==> config.mk <==
export PLATFORM = sky130hd
export DESIGN_NAME = uart_rx_flat
export DESIGN_NICKNAME = d
export VERILOG_FILES = /design/src/rtl/uart_rx_if.sv /design/src/rtl/uart_rx.sv /design/src/flat_wrapper.sv
export SDC_FILE = /design/constraint.sdc
export NUM_CORES = 1
export LEC_CHECK = 0
export ABC_CLOCK_PERIOD_IN_PS = 2800
export CAP_MARGIN = 0
export CORE_MARGIN = 10
export CORE_UTILIZATION = 45
export DETAILED_ROUTE_END_ITERATION = 6
export GPL_ROUTABILITY_DRIVEN = 0
export PLACE_DENSITY = 0.67
export SYNTH_ARGS = -nofsm -noshare
export SYNTH_HDL_FRONTEND = slang
export SYNTH_SLANG_ARGS = --single-unit
==> constraint.sdc <==
create_clock -name clk -period 2.8 [get_ports clk]
set_input_delay 0.56 -clock clk [delete_from_list [all_inputs] [get_ports clk]]
set_output_delay 0.56 -clock clk [all_outputs]
set_load 0.005 [all_outputs]
==> src/rtl/uart_rx_if.sv <==
// uart_rx_if: interface that bundles the serial line and the byte-side outputs of uart_rx.
//
//   rx        serial line, asynchronous to clk, idle high (driven by the line side)
//   data      last correctly received byte
//   valid     one-cycle strobe: data has just been updated
//   frame_err one-cycle strobe: stop bit sampled low
//   busy      high while a frame is in progress
//
// The master modport is taken by the receiver. The slave modport is taken by whatever
// drives the line and consumes bytes.
interface uart_rx_if;
    logic       rx;
    logic [7:0] data;
    logic       valid;
    logic       frame_err;
    logic       busy;

    modport master (
        input  rx,
        output data,
        output valid,
        output frame_err,
        output busy
    );

    modport slave (
        output rx,
        input  data,
        input  valid,
        input  frame_err,
        input  busy
    );
endinterface

==> src/rtl/uart_rx.sv <==
// uart_rx: 8N1 UART receiver. Frame format is 1 start bit, 8 data bits sent LSB first,
// 1 stop bit, and no parity. It is the receive counterpart of uart_tx and takes the
// same BAUD/F parameters.
//
// Ports:
//   clk            system clock, rising edge
//   rst            asynchronous reset, active low
//   bus (master)   rx in; data, valid, frame_err and busy out (see uart_rx_if)
//
// FSM states:
//   state       | meaning
//   ------------+---------------------------------------------------------------
//   S_IDLE      | line idle, waiting for a falling edge on rx_s
//   S_START     | counting to mid start bit, then confirming the start bit (or rejecting a glitch)
//   S_DATA      | sampling 8 data bits at their centres, LSB first
//   S_STOP      | sampling the stop bit at its centre: valid or frame_err
//   S_WAIT_IDLE | stop bit was low (break or line fault); wait for the line to go high
module uart_rx #(
    parameter int BAUD = 115200,
    parameter int F    = 50000000
) (
    input  logic      clk,
    input  logic      rst,
    uart_rx_if.master bus
);

    localparam int CPB = F / BAUD;
    localparam int CW  = (CPB > 4) ? $clog2(CPB) : 2;

    localparam logic [CW-1:0] CNT_BIT_END = CW'(CPB - 1);
    localparam logic [CW-1:0] CNT_MID     = CW'(CPB / 2 - 1);

    if (CPB < 4) begin : g_cpb_check
        $error("uart_rx: clocks per bit F/BAUD = %0d is below the minimum of 4", CPB);
    end

    typedef enum logic [2:0] {
        S_IDLE,
        S_START,
        S_DATA,
        S_STOP,
        S_WAIT_IDLE
    } state_t;

    state_t        state;
    logic [CW-1:0] cnt;
    logic [2:0]    bit_i;
    logic [7:0]    shreg;
    logic [7:0]    data_q;
    logic          valid_q;
    logic          frame_err_q;
    logic          busy_q;

    logic          rx_meta;
    logic          rx_s;

    // Two-flop synchroniser. Both flops reset to 1, the idle level, so the line looks
    // idle straight after reset and releasing reset cannot create a false start bit.
    always_ff @(posedge clk or negedge rst) begin
        if (!rst) begin
            rx_meta <= 1'b1;
            rx_s    <= 1'b1;
        end else begin
            rx_meta <= bus.rx;
            rx_s    <= rx_meta;
        end
    end

    // Receive FSM. The strobes default low each cycle, so any strobe lasts exactly one
    // cycle. busy is registered and updated on the same edge as every state change.
    always_ff @(posedge clk or negedge rst) begin
        if (!rst) begin
            state       <= S_IDLE;
            cnt         <= '0;
            bit_i       <= '0;
            shreg       <= '0;
            data_q      <= '0;
            valid_q     <= 1'b0;
            frame_err_q <= 1'b0;
            busy_q      <= 1'b0;
        end else begin
            valid_q     <= 1'b0;
            frame_err_q <= 1'b0;

            case (state)
                S_IDLE: begin
                    cnt <= '0;
                    if (!rx_s) begin
                        state  <= S_START;
                        busy_q <= 1'b1;
                    end
                end

                S_START: begin
                    if (cnt == CNT_MID) begin
                        cnt <= '0;
                        if (rx_s) begin
                            // Line went back high before mid start bit: treat it as a glitch.
                            state  <= S_IDLE;
                            busy_q <= 1'b0;
                        end else begin
                            state <= S_DATA;
                            bit_i <= '0;
                        end
                    end else begin
                        cnt <= cnt + CW'(1);
                    end
                end

                S_DATA: begin
                    if (cnt == CNT_BIT_END) begin
                        cnt          <= '0;
                        shreg[bit_i] <= rx_s;
                        if (bit_i == 3'd7) begin
                            state <= S_STOP;
                        end else begin
                            bit_i <= bit_i + 3'd1;
                        end
                    end else begin
                        cnt <= cnt + CW'(1);
                    end
                end

                S_STOP: begin
                    if (cnt == CNT_BIT_END) begin
                        cnt <= '0;
                        if (rx_s) begin
                            // Return to idle at mid stop bit so that a start bit directly
                            // following this stop bit is still caught.
                            data_q  <= shreg;
                            valid_q <= 1'b1;
                            state   <= S_IDLE;
                            busy_q  <= 1'b0;
                        end else begin
                            frame_err_q <= 1'b1;
                            state       <= S_WAIT_IDLE;
                        end
                    end else begin
                        cnt <= cnt + CW'(1);
                    end
                end

                S_WAIT_IDLE: begin
                    cnt <= '0;
                    if (rx_s) begin
                        state  <= S_IDLE;
                        busy_q <= 1'b0;
                    end
                end

                default: begin
                    state  <= S_IDLE;
                    cnt    <= '0;
                    busy_q <= 1'b0;
                end
            endcase
        end
    end

    assign bus.data      = data_q;
    assign bus.valid     = valid_q;
    assign bus.frame_err = frame_err_q;
    assign bus.busy      = busy_q;

    // Strobe invariants: valid and frame_err are mutually exclusive and never repeat
    // on back-to-back cycles.
    a_strobes_exclusive: assert property (@(posedge clk) disable iff (!rst)
        !(valid_q && frame_err_q));
    a_valid_single: assert property (@(posedge clk) disable iff (!rst)
        valid_q |=> !valid_q);
    a_frame_err_single: assert property (@(posedge clk) disable iff (!rst)
        frame_err_q |=> !frame_err_q);

endmodule

==> src/flat_wrapper.sv <==
// flat-port wrapper written by rule: the top's interface ports become plain ports
module uart_rx_flat 
#(
    parameter int BAUD = 115200,
    parameter int F    = 50000000
)
  (clk, rst, bus_rx, bus_data, bus_valid, bus_frame_err, bus_busy);
  uart_rx_if bus_i ();
  input  logic clk;
  input  logic rst;
  input wire logic [$bits(bus_i.rx)-1:0] bus_rx;
  output wire logic [$bits(bus_i.data)-1:0] bus_data;
  output wire logic [$bits(bus_i.valid)-1:0] bus_valid;
  output wire logic [$bits(bus_i.frame_err)-1:0] bus_frame_err;
  output wire logic [$bits(bus_i.busy)-1:0] bus_busy;
  assign bus_i.rx = bus_rx;
  assign bus_data = bus_i.data;
  assign bus_valid = bus_i.valid;
  assign bus_frame_err = bus_i.frame_err;
  assign bus_busy = bus_i.busy;
  uart_rx #(.BAUD(BAUD), .F(F)) u_core (.clk(clk), .rst(rst), .bus(bus_i));
endmodule
# After elaboration in Yosys (flattened, before gate mapping)
# Index checks and enable logic that the tools add are counted.
[word_totals] input_bits=3 ff_bits=36 out_inout_bits=11
[op_classes] n_addsub=2 n_reduce_logical=9 mux=31 eq_ne=15 n_bitwise=1 order_cmp=2
[op_table] cell="2-to-1 mux 3 bit" n=11
[op_table] cell="2-to-1 mux 9 bit" n=2
[op_table] cell="case mux 9 bit (2 select lines)" n=1
[op_table] cell="case mux 3 bit (5 select lines)" n=1
[op_table] cell="2-to-1 mux 1 bit" n=11
[op_table] cell="!= test 2 x 1 -> 1 bit, second input constant" n=5
[op_table] cell="adder 9 x 1 -> 9 bit, second input constant" n=1
[op_table] cell="== test 9 x 8 -> 1 bit, second input constant" n=1
[op_table] cell="== test 9 bit, second input constant" n=1
[op_table] cell="bitwise mux 8 bit" n=1
[op_table] cell="== test 3 x 2 -> 1 bit, second input constant" n=2
[op_table] cell="== test 3 bit, second input constant" n=2
[op_table] cell="!= test 2 bit, second input constant" n=3
[op_table] cell="case mux 3 bit (2 select lines)" n=1
[op_table] cell="AND reduction 6 bit" n=1
[op_table] cell="case mux 1 bit (5 select lines)" n=1
[op_table] cell="AND reduction 5 bit" n=1
[op_table] cell="< comparator 3 x 4 -> 1 bit, second input constant" n=1
[op_table] cell="AND reduction 4 bit" n=1
[op_table] cell="adder 3 x 1 -> 3 bit, second input constant" n=1
[op_table] cell="demux 1 bit (select 3 bit)" n=1
[op_table] cell="== test 3 x 1 -> 1 bit, second input constant" n=1
[op_table] cell=">= comparator 3 x 1 -> 1 bit, second input constant" n=1
[op_table] cell="logical NOT 3 bit" n=1
[op_table] cell="other kinds (7)" n=7

# Logic depth before layout (Yosys ltp)
[logic_depth] ltp_word=5 ltp_mapped=7 ltp_nobuf=6

# Worst setup path after synthesis
# No wires, ideal clock.
[synth_timing] kind="flip-flop to flip-flop" startpoint="register u_core.bit_i[1]" endpoint="register u_core.bit_i[0]" period_less_slack_ns=1.882 arrival_time_ns=1.757 stages_incl_launch_ff=7 n_path_buf=0 path_slack_ns=0.918 setup_ns=0.125 path_cell_list="dfrtp_1 > ha_1 > ha_1 > or3_1 > nor4_4 > o21ai_0 > mux2_2"
[synth_via] elab_chain_len=3
[synth_rtl] element="from (decl)" line="uart_rx.sv:47" text="logic [2:0] bit_i;"
[synth_rtl] element="from (signal assigned)" line="uart_rx.sv:117" text="bit_i <= bit_i + 3'd1;"
[synth_rtl] element="== test 3 bit" line="uart_rx.sv:114" text="if (bit_i == 3'd7) begin"
[synth_rtl] element="!= test 2 bit (no line)"
[synth_rtl] element="AND reduction 5 bit (no line)"
# No other way between the ends.
# A chain may end at the register's enable or synchronous reset.

# Final worst setup path
[layout_timing] startpoint="register u_core.bit_i[0]" endpoint="register u_core.bit_i[0]"
[layout_via] elab_chain_len=4 elab_cells_between_ends=7 cone_classes="add/sub: 1; eq/ne: 2; mux: 3; reduce/logical: 1"
[layout_rtl] element="adder 3 x 1 -> 3 bit" line="uart_rx.sv:117"
[layout_rtl] element="2-to-1 mux 3 bit" line="uart_rx.sv:114"
[layout_rtl] element="2-to-1 mux 3 bit" line="uart_rx.sv:111" text="if (cnt == CNT_BIT_END) begin"
[layout_rtl] element="case mux 3 bit (2 select lines)" line="uart_rx.sv:85" text="case (state)"
# Parallel ways exist; a longest one is shown, timed or not. The select of a mux whose other input is x is not followed.

==> summary.txt <==
internal reg-to-reg setup slack - 0.67 ns
fmax - 0.4690 GHz
Seq/Total Area, Yosys - 52.13%
Data required, critical path - 2.97 ns
Worst Path Arrival - 2.30 ns
most frequent cell after synthesis - dfrtp_1
Max Cap Viol - 0
Slew Limit Fails - 0
diode count - 0
EDFF count, synth - 0
final setup vio count - 0
final critical delay including setup and external delays - 2.132 ns
Avg WL per Cell - 14.07 um
measured slew at the worst slew-check pin - 0.4463 ns
chip width - 82.06 um
Comb pwr share - 1.6%
Async SR Flop Fraction - 100.0%
Final #Nets - 167
Synth top cells by count - dfrtp_1, nor2_1, mux2_2
Slew HR - 70.15%
clk buf depth - 2
Cell Rows - 22
die area - 6733 um2
Critical Path Fanout Max - 10
share of layout cells above drive strength 1 - 22.50%
RSZ-0062 raised after global routing - false
top cells by area, synth - dfrtp_1, mux2_2, nor2_1
DR DRC count - 0
DRT Pass-1 Iters - 4
cts repair resizes - 0
Final Hold Fails - 0
P_sw - 0.1868 mW
final worst setup slack - 0.6680 ns
clock root cell - clkbuf_8
initial DRC count - 68
cell accounting for the most synthesized area - dfrtp_1
Initial Utilization - 46.98%
CTS tree - yes
DIE HEIGHT - 82.06 um
Worst VDD drop - 0.2781 mV
period utilization - 76.14%
Setup crit end - u_core.bit_i[0]
cell internal pwr - 0.7228 mW
vias after detailed routing - 1107
grt ovf - 0
worst hold path type - reg2reg
Synth top area share - 49.10%
Primary FF master, synth - dfrtp_1
dpl hpwl - 2.174 mm
critical path capture point type - flip-flop
Post-Syn Instances - 144
Setup CP Type - reg2reg
largest net degree at the start of global routing - 37
worst reg-to-reg path cell count - 6
Total Wirelength - 2.926 mm
antenna violations before repair - 0
clock sink count - 36
Distinct cells, synth - 40
status - complete, no violations
I/O Buffers - 13
final antenna-violating net count - 0
Synth-to-Final Area Change - 15.23%
GRT Util Overall - 9.919%
mean area per synthesized cell - 12.03 um2
setup TNS - 0 ns
power density cells - 455.5 nW/um2
Synth Net Count - 152
H-tree Lvls - 2
Worst-path clk slew - 0.07 ns
Worst Skew - 0.006835 ns
hold_buf cts - 0
clk_lat worst skew - 0.28 ns
vias in the first global route - 1144
total power - 0.9095 mW
CTS Buf Count - 5
CP startpoint kind - flip-flop
synthesized flop and latch total - 36
Reg2Reg Launch Point - u_core.bit_i[0]
Post-CTS Setup Bufs - 0
fillers - 327
switching share of power - 20.53%
drt via density - 5.322
Reg power frac - 57.9%
core area - 3689 um2
Post-Place Setup Slack - 0.6651 ns
clock network fraction of design power - 40.5%
Leak Pwr - 0.9109 nW
num ports - 14
synth warn - 0
Critical R2R Capture - u_core.bit_i[0]
Setup crit start - u_core.bit_i[0]
mapped cell area - 1733 um2
first-pass GRT wire length - 5.161 mm
-- cell usage in the layout, fill, tap and decap left out, drive strengths merged, types with 5 or more instances in the layout --
cell type / synthesis / layout
clkbuf: 2 / 6
clkdlybuf4s50: 0 / 13
dfrtp: 34 / 34
ha: 5 / 5
inv: 6 / 6
mux2: 17 / 17
nand3: 7 / 7
nand4b: 5 / 5
nor2: 18 / 18
xnor2: 6 / 6
-- logic make-up after synthesis --
logic type / Yosys count / synth area share, %
flip-flops: 36 / 52.13
AND/OR/NAND/NOR: 52 / 20.72
XOR/XNOR: 7 / 3.538
adder cells (fa/ha/maj): 5 / 3.610
AO/OA/AOI/OAI: 15 / 5.921
multiplexers: 17 / 11.26
buffers and inverters: 12 / 2.815
-- final cells by class --
cell class	instances	area, um2	area share [%]
sequential	36	903.4	45.24
multi-input combinational	96	780.7	39.10
timing repair buffer	14	137.6	6.892
clock buffer	6	82.58	4.135
tap	48	60.06	3.008
inverter	6	22.52	1.128
clock inverter	2	10.01	0.5013
-- how the worst min path moves through the flow --
| stage | from | end | slack, ns | cells after the start |
|---|---|---|---|---|
| 3_3_place_gp | u_core.rx_meta | u_core.rx_s | 0.35 | 0 |
| 3_5_place_dp | u_core.rx_meta | u_core.rx_s | 0.35 | 0 |
| 4_1_cts | u_core.rx_meta | u_core.rx_s | 0.36 | 0 |
| 2_1_floorplan | rst | u_core.bit_i[0] | 0.26 | 0 |
| 5_1_grt | u_core.rx_meta | u_core.rx_s | 0.36 | 0 |
| 6_report | u_core.rx_meta | u_core.rx_s | 0.36 | 0 |
-- critical path, cell delays in order, from the launching register on --
cell	delay [ns]
dfrtp_1	0.47
ha_1	0.24
ha_1	0.20
or3_1	0.36
nor4_4	0.24
o21ai_0	0.21
mux2_2	0.30
-- power by group through the flow --
stage | Combinational [mW] | Clock (mW) | Sequential [mW]
after floorplan | 0.00297 | 0 | 0.534
after global placement | 0.0156 | 0 | 0.536
after detailed placement | 0.0160 | 0 | 0.536
after CTS | 0.0160 | 0.382 | 0.526
after global routing | 0.0173 | 0.411 | 0.526
final | 0.0149 | 0.368 | 0.526
-- layer usage --
metal / GRT usage (%) / vias to the layer above / share of wire [%]
li1: - / 541 / -
met1: 10.55 / 540 / 42
met2: 16.77 / 21 / 50
met3: 4.694 / 5 / 6.5
met4: 3.741 / 0 / 1.2
met5: 0 / - / 0
-- state kept, by name, summed over array words and instances (netlist names) --
register,count
u_core.shreg,8
u_core.state,3
u_core.bus.busy,1
u_core.cnt,9
u_core.rx_meta,1
u_core.bit_i,3
u_core.bus.frame_err,1
u_core.bus.data,8
u_core.rx_s,1
u_core.bus.valid,1
-- metrics by stage --
stage          std cells  instance area (um2)  util (%)  hold WS (ns)
2_1_floorplan        144                 1733         -        0.2644
3_3_place_gp         200                 1904     51.63        0.3471
3_5_place_dp         200                 1904     51.63        0.3519
4_1_cts              208                 1997     54.14        0.3619
5_1_grt              208                 1997     54.14        0.3634
6_report             208                 1997     54.14        0.3599
Power figures use the tool's default switching activity.
